--- src/rtl/pll_lock_supervisor.sv ---
// PLL lock supervisor: sequences PLL reset pulses, waits for a filtered lock with
// timeout and bounded retries, and produces a clean system reset. Runs on refclk.
module pll_lock_supervisor #(
  parameter int unsigned RST_PULSE_CYC    = 16,
  parameter int unsigned LOCK_TIMEOUT_CYC = 100000,
  parameter int unsigned LOCK_STABLE_CYC  = 1024,
  parameter int unsigned MAX_RETRY        = 7,
  parameter int unsigned CNT_W            = 20
) (
  input  logic       refclk,
  input  logic       reset,
  input  logic       extlock,
  input  logic       force_relock,
  output logic       pll_reset,
  output logic       sys_rst,
  output logic       pll_ready,
  output logic       lock_fail,
  output logic [3:0] retry_cnt,
  output logic [7:0] relock_cnt
);

  typedef enum logic [2:0] {
    S_RESET_PLL,
    S_WAIT_LOCK,
    S_STABLE,
    S_RUN,
    S_FAIL
  } state_e;

  localparam logic [CNT_W-1:0] PULSE_LAST   = CNT_W'(RST_PULSE_CYC - 1);
  localparam logic [CNT_W-1:0] TIMEOUT_LAST = CNT_W'(LOCK_TIMEOUT_CYC - 1);
  localparam logic [CNT_W-1:0] STABLE_LAST  = CNT_W'(LOCK_STABLE_CYC - 1);
  localparam logic [3:0]       RETRY_LIMIT  = 4'(MAX_RETRY);

  state_e           state_q, state_d;
  logic [CNT_W-1:0] cnt_q, cnt_d;
  logic [3:0]       retry_q, retry_d;
  logic [7:0]       relock_q, relock_d;
  logic             sync1_q, sync1_d;
  logic             lock_s_q, lock_s_d;
  logic             pll_reset_q, pll_reset_d;
  logic             sys_rst_q, sys_rst_d;
  logic             pll_ready_q, pll_ready_d;
  logic             lock_fail_q, lock_fail_d;

  logic             restart;
  logic [3:0]       retry_inc;
  logic [7:0]       relock_inc;

  assign retry_inc  = retry_q + 4'd1;
  assign relock_inc = (relock_q == 8'hFF) ? relock_q : relock_q + 8'd1;

  // extlock is asynchronous to refclk; only the second synchronizer stage is trusted.
  assign sync1_d  = extlock;
  assign lock_s_d = sync1_q;

  always_comb begin
    // NOTE: every signal assigned here gets a default first, so no path can infer a latch.
    state_d  = state_q;
    retry_d  = retry_q;
    relock_d = relock_q;
    restart  = 1'b0;

    if (force_relock) begin
      state_d = S_RESET_PLL;
      retry_d = '0;
      restart = 1'b1;
      if ((state_q == S_RUN) && !lock_s_q) relock_d = relock_inc;
    end else begin
      unique case (state_q)
        S_RESET_PLL: begin
          if (cnt_q == PULSE_LAST) state_d = S_WAIT_LOCK;
        end
        S_WAIT_LOCK: begin
          if (lock_s_q) begin
            state_d = S_STABLE;
          end else if (cnt_q == TIMEOUT_LAST) begin
            retry_d = retry_inc;
            state_d = (retry_inc == RETRY_LIMIT) ? S_FAIL : S_RESET_PLL;
          end
        end
        S_STABLE: begin
          // Any dropout restarts the timeout but is not counted as a retry.
          if (!lock_s_q) begin
            state_d = S_WAIT_LOCK;
          end else if (cnt_q == STABLE_LAST) begin
            state_d = S_RUN;
            retry_d = '0;
          end
        end
        S_RUN: begin
          if (!lock_s_q) begin
            relock_d = relock_inc;
            state_d  = S_RESET_PLL;
          end
        end
        S_FAIL: begin
          state_d = S_FAIL;
        end
        default: begin
          state_d = S_RESET_PLL;
        end
      endcase
    end
  end

  // The shared counter measures time spent in the current state only.
  always_comb begin
    cnt_d = cnt_q;
    if (restart || (state_d != state_q)) begin
      cnt_d = '0;
    end else if ((state_q == S_RESET_PLL) || (state_q == S_WAIT_LOCK) ||
                 (state_q == S_STABLE)) begin
      cnt_d = cnt_q + CNT_W'(1);
    end
  end

  // Outputs are decoded from the next state so they change on the same edge as the state.
  always_comb begin
    pll_reset_d = (state_d == S_RESET_PLL) || (state_d == S_FAIL);
    sys_rst_d   = (state_d != S_RUN);
    pll_ready_d = (state_d == S_RUN);
    lock_fail_d = (state_d == S_FAIL);
  end

  always_ff @(posedge refclk or posedge reset) begin
    // NOTE: state updates use non-blocking assignments so every flop samples pre-edge values.
    if (reset) begin
      state_q     <= S_RESET_PLL;
      cnt_q       <= '0;
      retry_q     <= '0;
      relock_q    <= '0;
      sync1_q     <= 1'b0;
      lock_s_q    <= 1'b0;
      pll_reset_q <= 1'b1;
      sys_rst_q   <= 1'b1;
      pll_ready_q <= 1'b0;
      lock_fail_q <= 1'b0;
    end else begin
      state_q     <= state_d;
      cnt_q       <= cnt_d;
      retry_q     <= retry_d;
      relock_q    <= relock_d;
      sync1_q     <= sync1_d;
      lock_s_q    <= lock_s_d;
      pll_reset_q <= pll_reset_d;
      sys_rst_q   <= sys_rst_d;
      pll_ready_q <= pll_ready_d;
      lock_fail_q <= lock_fail_d;
    end
  end

  assign pll_reset  = pll_reset_q;
  assign sys_rst    = sys_rst_q;
  assign pll_ready  = pll_ready_q;
  assign lock_fail  = lock_fail_q;
  assign retry_cnt  = retry_q;
  assign relock_cnt = relock_q;

endmodule

--- config.mk ---
export PLATFORM = sky130hd
export DESIGN_NAME = pll_lock_supervisor
export DESIGN_NICKNAME = d
export VERILOG_FILES = /design/src/rtl/pll_lock_supervisor.sv
export SDC_FILE = /design/constraint.sdc
export NUM_CORES = 1
export LEC_CHECK = 0
export CORE_MARGIN = 2
export CORE_UTILIZATION = 60
export CTS_CLUSTER_SIZE = 10
export DETAILED_ROUTE_END_ITERATION = 7
export PLACE_DENSITY = 0.93
export SLEW_MARGIN = 20
export SYNTH_ARGS = -nofsm -noshare
export SYNTH_HDL_FRONTEND = slang
export SYNTH_SLANG_ARGS = --single-unit
--- constraint.sdc ---
create_clock -name refclk -period 4.95 [get_ports refclk]
set_input_delay 0.99 -clock refclk [delete_from_list [all_inputs] [get_ports refclk]]
set_output_delay 0.99 -clock refclk [all_outputs]
set_load 0.1 [all_outputs]
After elaboration in Yosys (flattened, before gate mapping)
Cells that the tools add are included.
{"block": "totals", "out_inout_bits": 16, "reg_bits": 41}
{"block": "op_classes", "addsub": 3, "n_eq_ne": 19, "n_mux": 23, "n_reduce_logical": 13}
{"operator": "$mux 20", "n": 2}
{"operator": "$mux 8", "n": 5}
{"operator": "$mux 3", "n": 8}
{"operator": "$add 20x1->20 const B", "n": 1}
{"operator": "$eq 20x10->1 const B", "n": 1}
{"operator": "$eq 20x17->1 const B", "n": 1}
{"operator": "$eq 20x4->1 const B", "n": 1}
{"operator": "$mux 4", "n": 5}
{"operator": "$pmux 3 s5", "n": 1}
{"operator": "$ne 3x3->1 const B", "n": 4}
{"operator": "$eq 3x2->1 const B", "n": 3}
{"operator": "$add 8x1->8 const B", "n": 1}
{"operator": "$eq 8x8->1 const B", "n": 1}
{"operator": "$pmux 4 s2", "n": 1}
{"operator": "$eq 3x3->1 const B", "n": 2}
{"operator": "$logic_not 3->1", "n": 2}
{"operator": "$reduce_and 5->1", "n": 1}
{"operator": "$add 4x1->4 const B", "n": 1}
{"operator": "$eq 4x3->1 const B", "n": 1}
{"operator": "$logic_or 1x1->1", "n": 4}
{"operator": "$reduce_bool 2->1", "n": 2}
{"operator": "$eq 3x1->1 const B", "n": 1}
{"operator": "$ne 3x2->1 const B", "n": 1}
{"operator": "$ne 3x3->1", "n": 1}
{"operator": "7 further kinds", "n": 7}

Logic depth before layout (Yosys ltp)
Gate-level depths: netlist (run 1).
{"block": "logic_depth", "word_depth": 10, "ltp_mapped": 8, "depth_no_buf": 7}

Worst setup path after synthesis (run 1)
Ideal clock, no wire load.
{"block": "synth_timing", "path_type": "register to register", "start": "register cnt_q[5]", "end": "register cnt_q[0]", "synth_period_minus_slack_ns": 2.469, "setup_time_ns": 0.119, "setup_slack_ns": 2.481, "stages_incl_launch_ff": 8, "t_required_ns": 4.831, "n_path_buf": 1, "arrival_time_ns": 2.351, "cell_sequence": "dfrtp_1 -> or4b_1 -> or4_4 -> or3_4 -> o31ai_2 -> mux2_4 -> buf_6 -> nor2_1"}
{"block": "synth_via", "elab_chain_len": 8, "elab_cells_between_ends": 14, "cone_classes": "eq/ne (4); mux (8); reduce/logical (2)"}
{"element": "from (decl)", "line": "36", "rtl": "logic [CNT_W-1:0] cnt_q, cnt_d;"}
{"element": "from (signal assigned)", "line": "141", "rtl": "cnt_q <= cnt_d;"}
{"element": "$eq 20x10->1 or $eq 20x17->1 (tied branches)", "line": "86, 77"}
{"element": "$mux 3, on equally long branches", "line": "86, 77"}
{"element": "$mux 3, on equally long branches", "line": "84, 75"}
{"element": "$pmux 3 s5 *", "line": "70", "rtl": "unique case (state_q)"}
{"element": "$mux 3 *", "line": "64", "rtl": "if (force_relock) begin"}
{"element": "$ne 3x3->1 *", "line": "110", "rtl": "if (restart || (state_d != state_q)) begin"}
{"element": "$logic_or 1x1->1 *", "line": "110"}
{"element": "$mux 20 or $reduce_bool 2->1 (tied branches)"}
Every way passes the cells marked *; elsewhere a longest branch is shown, timed or not.
A chain may end at the register's enable or synchronous reset.

Worst setup path after layout (run 1)
{"block": "layout_timing", "start": "register pll_reset_q (netlist: pll_reset)", "end": "output pll_reset"}
{"element": "from (decl)", "line": "41", "rtl": "logic pll_reset_q, pll_reset_d;"}
{"element": "from (signal assigned)", "line": "146", "rtl": "pll_reset_q <= pll_reset_d;"}
{"element": "to (decl)", "line": "14", "rtl": "output logic pll_reset,"}
No word-level cell between the ends.

==> key figures, run 1 <==
STA
  • Setup ws final: 1930 ps
  • Fin. max-slew vios: 0
  • Worst slew pin tran: 974 ps
  • Max Clk Rate: 332 MHz
  • RSZ-0062 raised after global routing: no
  • Setup violations, final: 0
  • Tightest hold margin: 368 ps
  • Final Cycle Share: 60.9%
  • Slew HR: 34.8%
  • Minimum clock period: 3020 ps
  • Final Skew: 5.26 ps
  • Setup_tns: 0 ps
  • Fin. Hold Viols: 0

Synth
  • Xor-xnor portion of the synthesized cell area: 12.0%
  • Largest family of logic cells by synthesized area: simple AND/OR/NAND/NOR gates
  • Post-synth EDFFs: 0
  • Post-synthesis mux area share: 2.34%
  • Cell taking the most area after synthesis: dfrtp_1
  • Async S/R FF share, synth: 100%
  • Adder-Cell Fraction of Synth Area: 2.46%
  • Synth cell types: 40
  • Compound-Gate Fraction of Synth Area: 4.49%
  • Register area share after synthesis: 50.5%
  • Yosys Warn Count: 0
  • Top FF cell, synth: dfrtp_1
  • Syn nets: 211
  • Largest cells by area after synthesis: dfrtp_1, xor2_1, nor2_1, nand3_1, xnor2_1
  • Top-area cell type share of the netlist area: 47.9%
  • Simple-gate share of the synthesized area: 24.8%
  • Mapped Area: 2040 um2
  • Synthesized flop and latch total: 41
  • Synth Instances: 203
  • Mean Syn Cell Area: 10.0 um2

Drt
  • Max Used Layer: met4
  • Drt pass-1 iters: 4
  • M1 wire length: 1670 um
  • Routed vias: 1485
  • Drt via density: 5.50
  • Post-DRT Antenna Nets: 0
  • Metal3 WL: 153 um
  • Met2 wire len: 1810 um
  • Residual DRC count: 0
  • Overall routed net length: 3690 um
  • Initial DRC Count: 80
  • WL/cell: 13.7 um

Clock network
  • Clock-pin slew on the worst setup and hold paths: 120 ps
  • # resized after CTS: 0
  • Clock Path Buffers: 2
  • Cts bufs inserted: 5
  • Skew-Pair Late Insertion Delay: 360 ps
  • Postcts setup bufs: 0
  • CTS H-tree lvls: 2
  • CTS tree: yes
  • # hold bufs at CTS: 0
  • CTS root buf: clkbuf_4
  • CTS sink count: 41

Placement
  • # port buffers: 19
  • RePlAce Congestion: 0.815
  • Hpwl dp: 2600 um
  • Dpl ws: 2320 ps
  • Placed insts: 262

Setup path
  • CP max FO: 1
  • Setup Crit Path Kind: reg -> out
  • Crit path to: pll_reset
  • CP peak stage delay: 1130 ps
  • R2r setup slk: 2300 ps
  • Worst reg2reg path endpoint: cnt_q[7]
  • Slowest-stage cell, CP: clkdlybuf4s50_1
  • Worst EP required: 3960 ps
  • CP Depth: 1
  • Delay-heaviest family, CP: buffers and inverters
  • WP buf/inv: 1
  • Crit-path cells: clkdlybuf4s50_1
  • Crit path launch type: flop
  • CP Capture Type: output port
  • Reg2reg path depth: 6
  • CP startpoint: pll_reset
  • Data arrival, critical path: 2030 ps
  • FF-to-FF Start: cnt_q[5]

Global route
  • Antenna violations before repair: 0
  • First-pass GRT wire length: 6620 um
  • GRT Overall Usage: 21.7%
  • Vias in the first global route: 1486
  • GRT overflow: 0
  • Largest net degree at the start of global routing: 42

Die
  • Initial core utilization: 62.0%
  • Rows: 21
  • Die H: 62.3 um
  • Die Area: 3880 um2
  • Core Area: 3280 um2
  • Die width: 62.3 um
  • Io pins: 20

Finish
  • Filler Cells Inserted: 229
  • Multi-input logic area: 940 um2
  • Nets: 231
  • Reg area: 1030 um2
  • Most common cell after layout, fill and taps aside: dfrtp_1
  • Share of layout cells above drive strength 1: 9.82%
  • Final Core Density: 71.2%
  • Final Non-Filler Cells: 270
  • # diodes: 0
  • Synth-to-Final Area Change: 14.9%
  • Most frequent cells in the layout: dfrtp_1, nor2_1, xor2_1, clkdlybuf4s50_1, nand2_1

Run status
  • Status: complete, no violations

Pwr
  • Pwr/cell area: 251 nW/um2
  • Static leakage: 1.02 nW
  • Max IR drop VDD: 0.000231 V

Worst hold path
  • Hold crit path type: reg -> reg
  • Hold depth: 0

Flow run
  • Max-Cap Viols: 0
-- metal layers --
layer,GRT usage [%],up-vias
met2,36.0,30
met4,7.78,0
met3,5.80,7
met1,27.7,722
li1,-,726
met5,0,-
-- Yosys cell counts (3+ instances only) --
cell and n:
dfrtp_1 39, nor2_1 30, xor2_1 21, nand2_1 16, nand3_1 14, nor3_1 9
inv_1 7, nand4_1 7, xnor2_1 7, a21oi_1 5, clkbuf_1 5, ha_1 4
nor2b_1 4, nor4_1 3
-- sequential cells by signal (all words and copies together) (netlist names) --
name / flops
relock_cnt: 8
sys_rst: 1
lock_s_d: 1
lock_fail: 1
retry_cnt: 4
state_q: 3
pll_ready: 1
pll_reset: 1
cnt_q: 20
lock_s_q: 1
-- final cells by class --
| cell class | count | area share (%) |
|---|---|---|
| Inverter | 7 | 1.12 |
| Clock inverter | 2 | 1.61 |
| Tap cell | 46 | 2.46 |
| Timing Repair Buffer | 20 | 8.45 |
| Multi-Input combinational cell | 148 | 40.2 |
| Sequential cell | 41 | 44.0 |
| Clock buffer | 6 | 2.19 |
-- how the worst min path moves through the flow --
stage | startpoint | to
6_report | lock_s_d | lock_s_q
5_1_grt | lock_s_d | lock_s_q
4_1_cts | lock_s_d | lock_s_q
3_5_place_dp | lock_s_d | lock_s_q
3_3_place_gp | lock_s_d | lock_s_q
2_1_floorplan | lock_s_d | lock_s_q
-- where the power goes --
group	switching (mW)	internal, mW
Sequential	0.00240	0.338
Combinational	0.0133	0.00671
Clock	0.108	0.120
Total	0.124	0.464
-- logic make-up (layout without fill, tap and decap cells) --
family          after synthesis  after routing
simple gates                 99             99
xor+xnor                     28             28
buf+inv                      14             35
flops                        41             41
compound gates               13             13
fa+ha+maj                     4              4
mux                           4              4
-- stage by stage --
step                power [mW]  area, um2
CTS                      0.597       2340
floorplan                0.362       2040
global placement         0.366       2250
detailed placement       0.367       2250
global route             0.615       2340
finish                   0.588       2340
Note: power is estimated with default switching activity, not from simulation.
==> run 2: changes to the inputs <==
- CORE_UTILIZATION: 60 -> 56
- PLACE_DENSITY: 0.93 -> 0.88
- clock period: 4.95 -> 3 ns (I/O delays scaled with it)
==> key figures, run 2 (synthesized netlist as in run 1, its figures left out) <==
Drt
  • Initial DRC Count: 81 (+1.3%)
  • Overall routed net length: 3500 um (-5.0%)
  • WL/cell: 13.0 um (-5.0%)
  • Routed vias: 1475 (-0.67%)
  • Drt pass-1 iters: 4 (unchanged)
  • Residual DRC count: 0 (unchanged)
  • Drt via density: 5.46 (-0.67%)
  • Post-DRT Antenna Nets: 0 (unchanged)

Clock network
  • # hold bufs at CTS: 0 (unchanged)
  • Clock Path Buffers: 2 (unchanged)
  • CTS H-tree lvls: 2 (unchanged)
  • Clock-pin slew on the worst setup and hold paths: 110 ps (about the same)
  • CTS sink count: 41 (unchanged)
  • Cts bufs inserted: 5 (unchanged)
  • CTS tree: yes
  • Postcts setup bufs: 0 (unchanged)
  • CTS root buf: clkbuf_4
  • Skew-Pair Late Insertion Delay: 350 ps (about the same)
  • # resized after CTS: 0 (unchanged)

Die
  • Die width: 64.3 um (+3.3%)
  • Die Area: 4130 um2 (+6.7%)
  • Die H: 64.3 um (+3.3%)
  • Initial core utilization: 59.6% (-2.4 points)
  • Rows: 21 (unchanged)
  • Io pins: 20 (unchanged)
  • Core Area: 3420 um2 (+4.0%)

Global route
  • GRT overflow: 0 (unchanged)
  • Largest net degree at the start of global routing: 42 (unchanged)
  • Vias in the first global route: 1442 (-3.0%)
  • First-pass GRT wire length: 6380 um (-3.7%)
  • Met1 Usage GRT: 26.3% (-1.4 points)
  • M3 GR Usage: 5.99% (+0.19 points)
  • Antenna violations before repair: 0 (unchanged)
  • GRT busiest layer: met2
  • GR Util met2: 31.8% (-4.2 points)
  • GRT Overall Usage: 20.2% (-1.5 points)

STA
  • Tightest hold margin: 369 ps (+1.13 ps)
  • Fin. max-slew vios: 0 (unchanged)
  • Minimum clock period: 2660 ps
  • Final Cycle Share: 88.6%
  • Setup_tns: 0 ps (unchanged)
  • Max Clk Rate: 376 MHz
  • Setup violations, final: 0 (unchanged)
  • Worst slew pin tran: 711 ps (-263 ps)
  • Final Skew: 4.50 ps (-0.753 ps)
  • Slew HR: 51.9% (+17 points)
  • RSZ-0062 raised after global routing: no
  • Fin. Hold Viols: 0 (unchanged)

Finish
  • Most frequent cells in the layout: dfrtp_1, nor2_1, xor2_1, buf_4, nand2_1
  • Reg with most FFs: cnt_q
  • Most common cell after layout, fill and taps aside: dfrtp_1
  • # diodes: 0 (unchanged)
  • Filler Cells Inserted: 287 (+25%)
  • Synth-to-Final Area Change: 11.1%
  • Nets: 231 (unchanged)
  • Max reg flops: 20 (unchanged)
  • Design Area, Final: 2260 um2 (-3.3%)
  • Share of layout cells above drive strength 1: 16.5% (+6.7 points)

Setup path
  • CP max FO: 20 (+19)
  • Crit-path cells: or4b_1, or4_4, or3_4, o31ai_2, mux2_4, nor2_1
  • Crit path launch type: flop
  • Setup Crit Path Kind: reg -> reg
  • Delay-heaviest family, CP: simple AND/OR/NAND/NOR gates
  • Slowest-stage cell, CP: or4b_1
  • FF-to-FF Start: cnt_q[5]
  • R2r setup slk: 340 ps (-1960 ps)
  • Data arrival, critical path: 2890 ps (+860 ps)
  • WP buf/inv: 0 (-1)
  • Worst EP required: 3240 ps (-720 ps)
  • CP Capture Type: flop
  • Worst reg2reg path endpoint: cnt_q[18]
  • Reg2reg path depth: 6 (unchanged)
  • CP peak stage delay: 540 ps (-590 ps)

Run status
  • Status: complete, no violations

Pwr
  • Clock group share of total power: 30.2% (-8.6 points)
  • Pint: 658 uW (+42%)
  • Tot Pwr: 851 uW (+45%)
  • Static leakage: 1.04 nW (+1.6%)
  • Pwr/cell area: 376 nW/um2 (+50%)
  • Seq pwr share: 66.0% (+8.2 points)
  • Combinational power share: 3.8% (+0.4 points)
  • Max IR drop VDD: 0.000322 V (+39%)
  • Net switching power figure: 194 uW (+57%)
  • Sw Ratio: 22.7% (+1.7 points)

Worst hold path
  • Hold depth: 0 (unchanged)
  • Hold crit path type: reg -> reg
  • Worst Min Path Start: lock_s_d
  • Hold EP: lock_s_q

Flow run
  • Max-Cap Viols: 0 (unchanged)

Placement
  • DP Area: 2210 um2 (-1.8%)
  • Hpwl dp: 2580 um (-0.81%)
  • RePlAce Congestion: 0.780 (-4.3%)
  • # port buffers: 19 (unchanged)
## run 2: cell types whose count changed in the layout (fill, tap and decap cells not counted)
cell and delta:
clkinv_2 +2, buf_4 +16, clkbuf_1 +1, clkdlybuf4s50_1 -16, clkinvlp_4 -1, clkbuf_8 -1
bufinv_16 -1
## run 2: area by class of cell
class | count | area [um2] | area share [%]
clock inverter | 2 | 10.0 | 0.443
multi-input combinational | 148 | 940 | 41.6
tap | 46 | 57.6 | 2.55
clock buffer | 6 | 41.3 | 1.83
sequential | 41 | 1030 | 45.5
inverter | 7 | 26.3 | 1.16
timing repair buffer | 20 | 158 | 6.97
## run 2: worst max-delay path by stage
stage	start	endpoint	slack [ps]	cells past startpoint
after floorplan	cnt_q[5]	cnt_q[0]	530	7
after global placement	cnt_q[5]	cnt_q[0]	450	6
after detailed placement	cnt_q[5]	cnt_q[18]	360	6
after CTS	cnt_q[5]	cnt_q[18]	340	6
after global routing	cnt_q[5]	cnt_q[8]	220	6
final	cnt_q[5]	cnt_q[18]	340	6
## run 2: power groups by stage
stage          sequential, mW  clock [mW]  combinational (mW)
3_3_place_gp            0.572           0              0.0325
3_5_place_dp            0.572           0              0.0340
4_1_cts                 0.561       0.263              0.0340
2_1_floorplan           0.571           0              0.0261
6_report                0.561       0.257              0.0327
5_1_grt                 0.562       0.295              0.0389
## run 2: per-layer routing
layer / wire length, um / vias up
met5: 0 / -
met4: 53 / 0
met3: 131 / 5
met2: 1650 / 23
met1: 1670 / 719
li1: - / 728
## run 2: metrics by stage
stage | setup WS [ps] | instances | utilization (%)
5_1_grt | 217 | 270 | 66.2
6_report | 343 | 270 | 66.2
4_1_cts | 344 | 270 | 66.2
2_1_floorplan | 531 | 203 | -
3_3_place_gp | 448 | 262 | 64.7
3_5_place_dp | 355 | 262 | 64.7
==> run 3: changes to the inputs <==
- CTS_BUF_LIST: not set -> sky130_fd_sc_hd__clkbuf_16
- PLACE_DENSITY: 0.88 -> 0.87
==> key figures, run 3 (synthesized netlist as in run 1, its figures left out) <==
Run status
  • Status: complete, no violations

Worst hold path
  • Hold crit path type: reg -> reg
  • Worst Min Path Start: lock_s_d

STA
  • Worst slew pin tran: 662 ps (-49.3 ps)
  • Slew HR: 55.3% (+3.3 points)
  • Fin. Hold Viols: 0 (unchanged)
  • Tightest hold margin: 349 ps (-20.1 ps)
  • Fin. max-slew vios: 0 (unchanged)
  • RSZ-0062 raised after global routing: no
  • Setup_tns: 0 ps (unchanged)
  • Final Cycle Share: 88.0% (-0.58 points)
  • Max Clk Rate: 379 MHz (+0.66%)
  • Final Skew: 3.45 ps (-1.06 ps)
  • Setup violations, final: 0 (unchanged)
  • Minimum clock period: 2640 ps (-17.3 ps)

Finish
  • Share of layout cells above drive strength 1: 16.1% (-0.45 points)
  • Nets: 231 (unchanged)
  • Filler Cells Inserted: 270 (-5.9%)
  • Max reg flops: 20 (unchanged)
  • Most common cell after layout, fill and taps aside: dfrtp_1
  • Reg with most FFs: cnt_q
  • Multi-input logic area: 940 um2 (unchanged)
  • Most frequent cells in the layout: dfrtp_1, nor2_1, xor2_1, buf_4, nand2_1
  • Synth-to-Final Area Change: 15.3%
  • Final Non-Filler Cells: 270 (unchanged)
  • Reg area: 1030 um2 (unchanged)
  • # diodes: 0 (unchanged)
  • Design Area, Final: 2350 um2 (+3.8%)

Placement
  • RePlAce Congestion: 0.818 (+4.9%)
  • DP Area: 2210 um2 (unchanged)
  • Hpwl dp: 2440 um (-5.6%)
  • # port buffers: 19 (unchanged)
  • Placed insts: 262 (unchanged)

Pwr
  • Max IR drop VDD: 0.000455 V (+42%)
  • Combinational power share: 3.0% (-0.8 points)
  • Static leakage: 1.08 nW (+3.5%)
  • Tot Pwr: 1.09 mW (+28%)
  • Net switching power figure: 222 uW (+15%)
  • Pint: 870 uW (+32%)
  • Sw Ratio: 20.4% (-2.4 points)
  • Clock group share of total power: 45.5% (+15 points)
  • Seq pwr share: 51.5% (-15 points)
  • Pwr/cell area: 465 nW/um2 (+24%)

Setup path
  • FF-to-FF Start: cnt_q[5]
  • CP startpoint: cnt_q[5]
  • CP max FO: 20 (unchanged)
  • Worst reg2reg path endpoint: cnt_q[6]
  • Crit path launch type: flop
  • Setup Crit Path Kind: reg -> reg
  • Crit path to: cnt_q[6]
  • Data arrival, critical path: 2790 ps (-100 ps)
  • R2r setup slk: 360 ps (+20 ps)
  • Reg2reg path depth: 6 (unchanged)
  • CP Capture Type: flop
  • Worst EP required: 3150 ps (-90 ps)

Clock network
  • CTS tree: yes
  • Clock Path Buffers: 2 (unchanged)
  • # resized after CTS: 0 (unchanged)
  • Skew-Pair Late Insertion Delay: 280 ps (-70 ps)
  • CTS sink count: 41 (unchanged)
  • Clock-pin slew on the worst setup and hold paths: 50 ps (-60 ps)
  • CTS H-tree lvls: 2 (unchanged)
  • Cts bufs inserted: 5 (unchanged)
  • Postcts setup bufs: 0 (unchanged)
  • CTS root buf: clkbuf_16
  • # hold bufs at CTS: 0 (unchanged)

Drt
  • Routed vias: 1462 (-0.88%)
  • Post-DRT Antenna Nets: 0 (unchanged)
  • Residual DRC count: 0 (unchanged)
  • WL/cell: 13.5 um (+4.3%)
  • Initial DRC Count: 90 (+11%)
  • Drt via density: 5.41 (-0.88%)
  • Overall routed net length: 3660 um (+4.3%)
  • Drt pass-1 iters: 4 (unchanged)

Die
  • Initial core utilization: 59.6% (unchanged)
  • Die H: 64.3 um (unchanged)
  • Rows: 21 (unchanged)
  • Core Area: 3420 um2 (unchanged)
  • Die width: 64.3 um (unchanged)
  • Die Area: 4130 um2 (unchanged)
  • Io pins: 20 (unchanged)

Global route
  • Largest net degree at the start of global routing: 42 (unchanged)
  • Vias in the first global route: 1449 (+0.49%)
  • GRT Overall Usage: 20.6% (+0.33 points)
  • GRT overflow: 0 (unchanged)
  • First-pass GRT wire length: 6580 um (+3.1%)
  • Antenna violations before repair: 0 (unchanged)

Flow run
  • Max-Cap Viols: 0 (unchanged)
## run 3: changes by cell type in the layout (fill, tap and decap cells not counted)
cell,delta
clkbuf_16,+5
clkbuf_4,-5
clkinv_1,+2
clkbuf_1,-1
clkinv_2,-1
## run 3: how the worst min path moves through the flow
stage	to	slack [ps]	cells past startpoint
after CTS	lock_s_q	350	0
after floorplan	lock_s_q	330	0
after global routing	lock_s_q	350	0
after detailed placement	lock_s_q	340	0
final	lock_s_q	350	0
after global placement	lock_s_q	340	0
## run 3: layer usage
layer | routed length, um | global-route usage, % | up-vias
li1 | - | - | 737
met3 | 139 | 4.93 | 4
met5 | 0 | 0 | -
met2 | 1790 | 35.2 | 30
met4 | 35 | 6.12 | 0
met1 | 1690 | 26.0 | 691
## run 3: stage by stage
step	utilization, %	worst slack, ps
CTS	68.7	352
floorplan	-	531
detailed placement	64.7	381
global placement	64.7	432
finish	68.7	361
global route	68.7	272
## run 3: cell type report
| class | instances | share of cell area [%] |
|---|---|---|
| Multi-Input combinational cell | 148 | 40.0 |
| Timing Repair Buffer | 20 | 6.72 |
| Clock buffer | 5 | 5.33 |
| Tap cell | 46 | 2.45 |
| Inverter | 7 | 1.12 |
| Sequential cell | 41 | 43.8 |
| Clock inverter | 3 | 0.533 |
## run 3: critical path, stage by stage, from the launching register on
cell and delay (ps):
dfrtp_1 410, or4b_1 550, or4_4 530, or3_4 370, o31ai_2 230, mux2_4 340, nor2_1 90
## run 3: power by group through the flow
stage / Combinational (mW) / Clock (mW) / Sequential, mW
3_5_place_dp: 0.0341 / 0 / 0.572
6_report: 0.0328 / 0.497 / 0.562
3_3_place_gp: 0.0331 / 0 / 0.572
4_1_cts: 0.0343 / 0.505 / 0.562
5_1_grt: 0.0379 / 0.528 / 0.563
2_1_floorplan: 0.0261 / 0 / 0.571
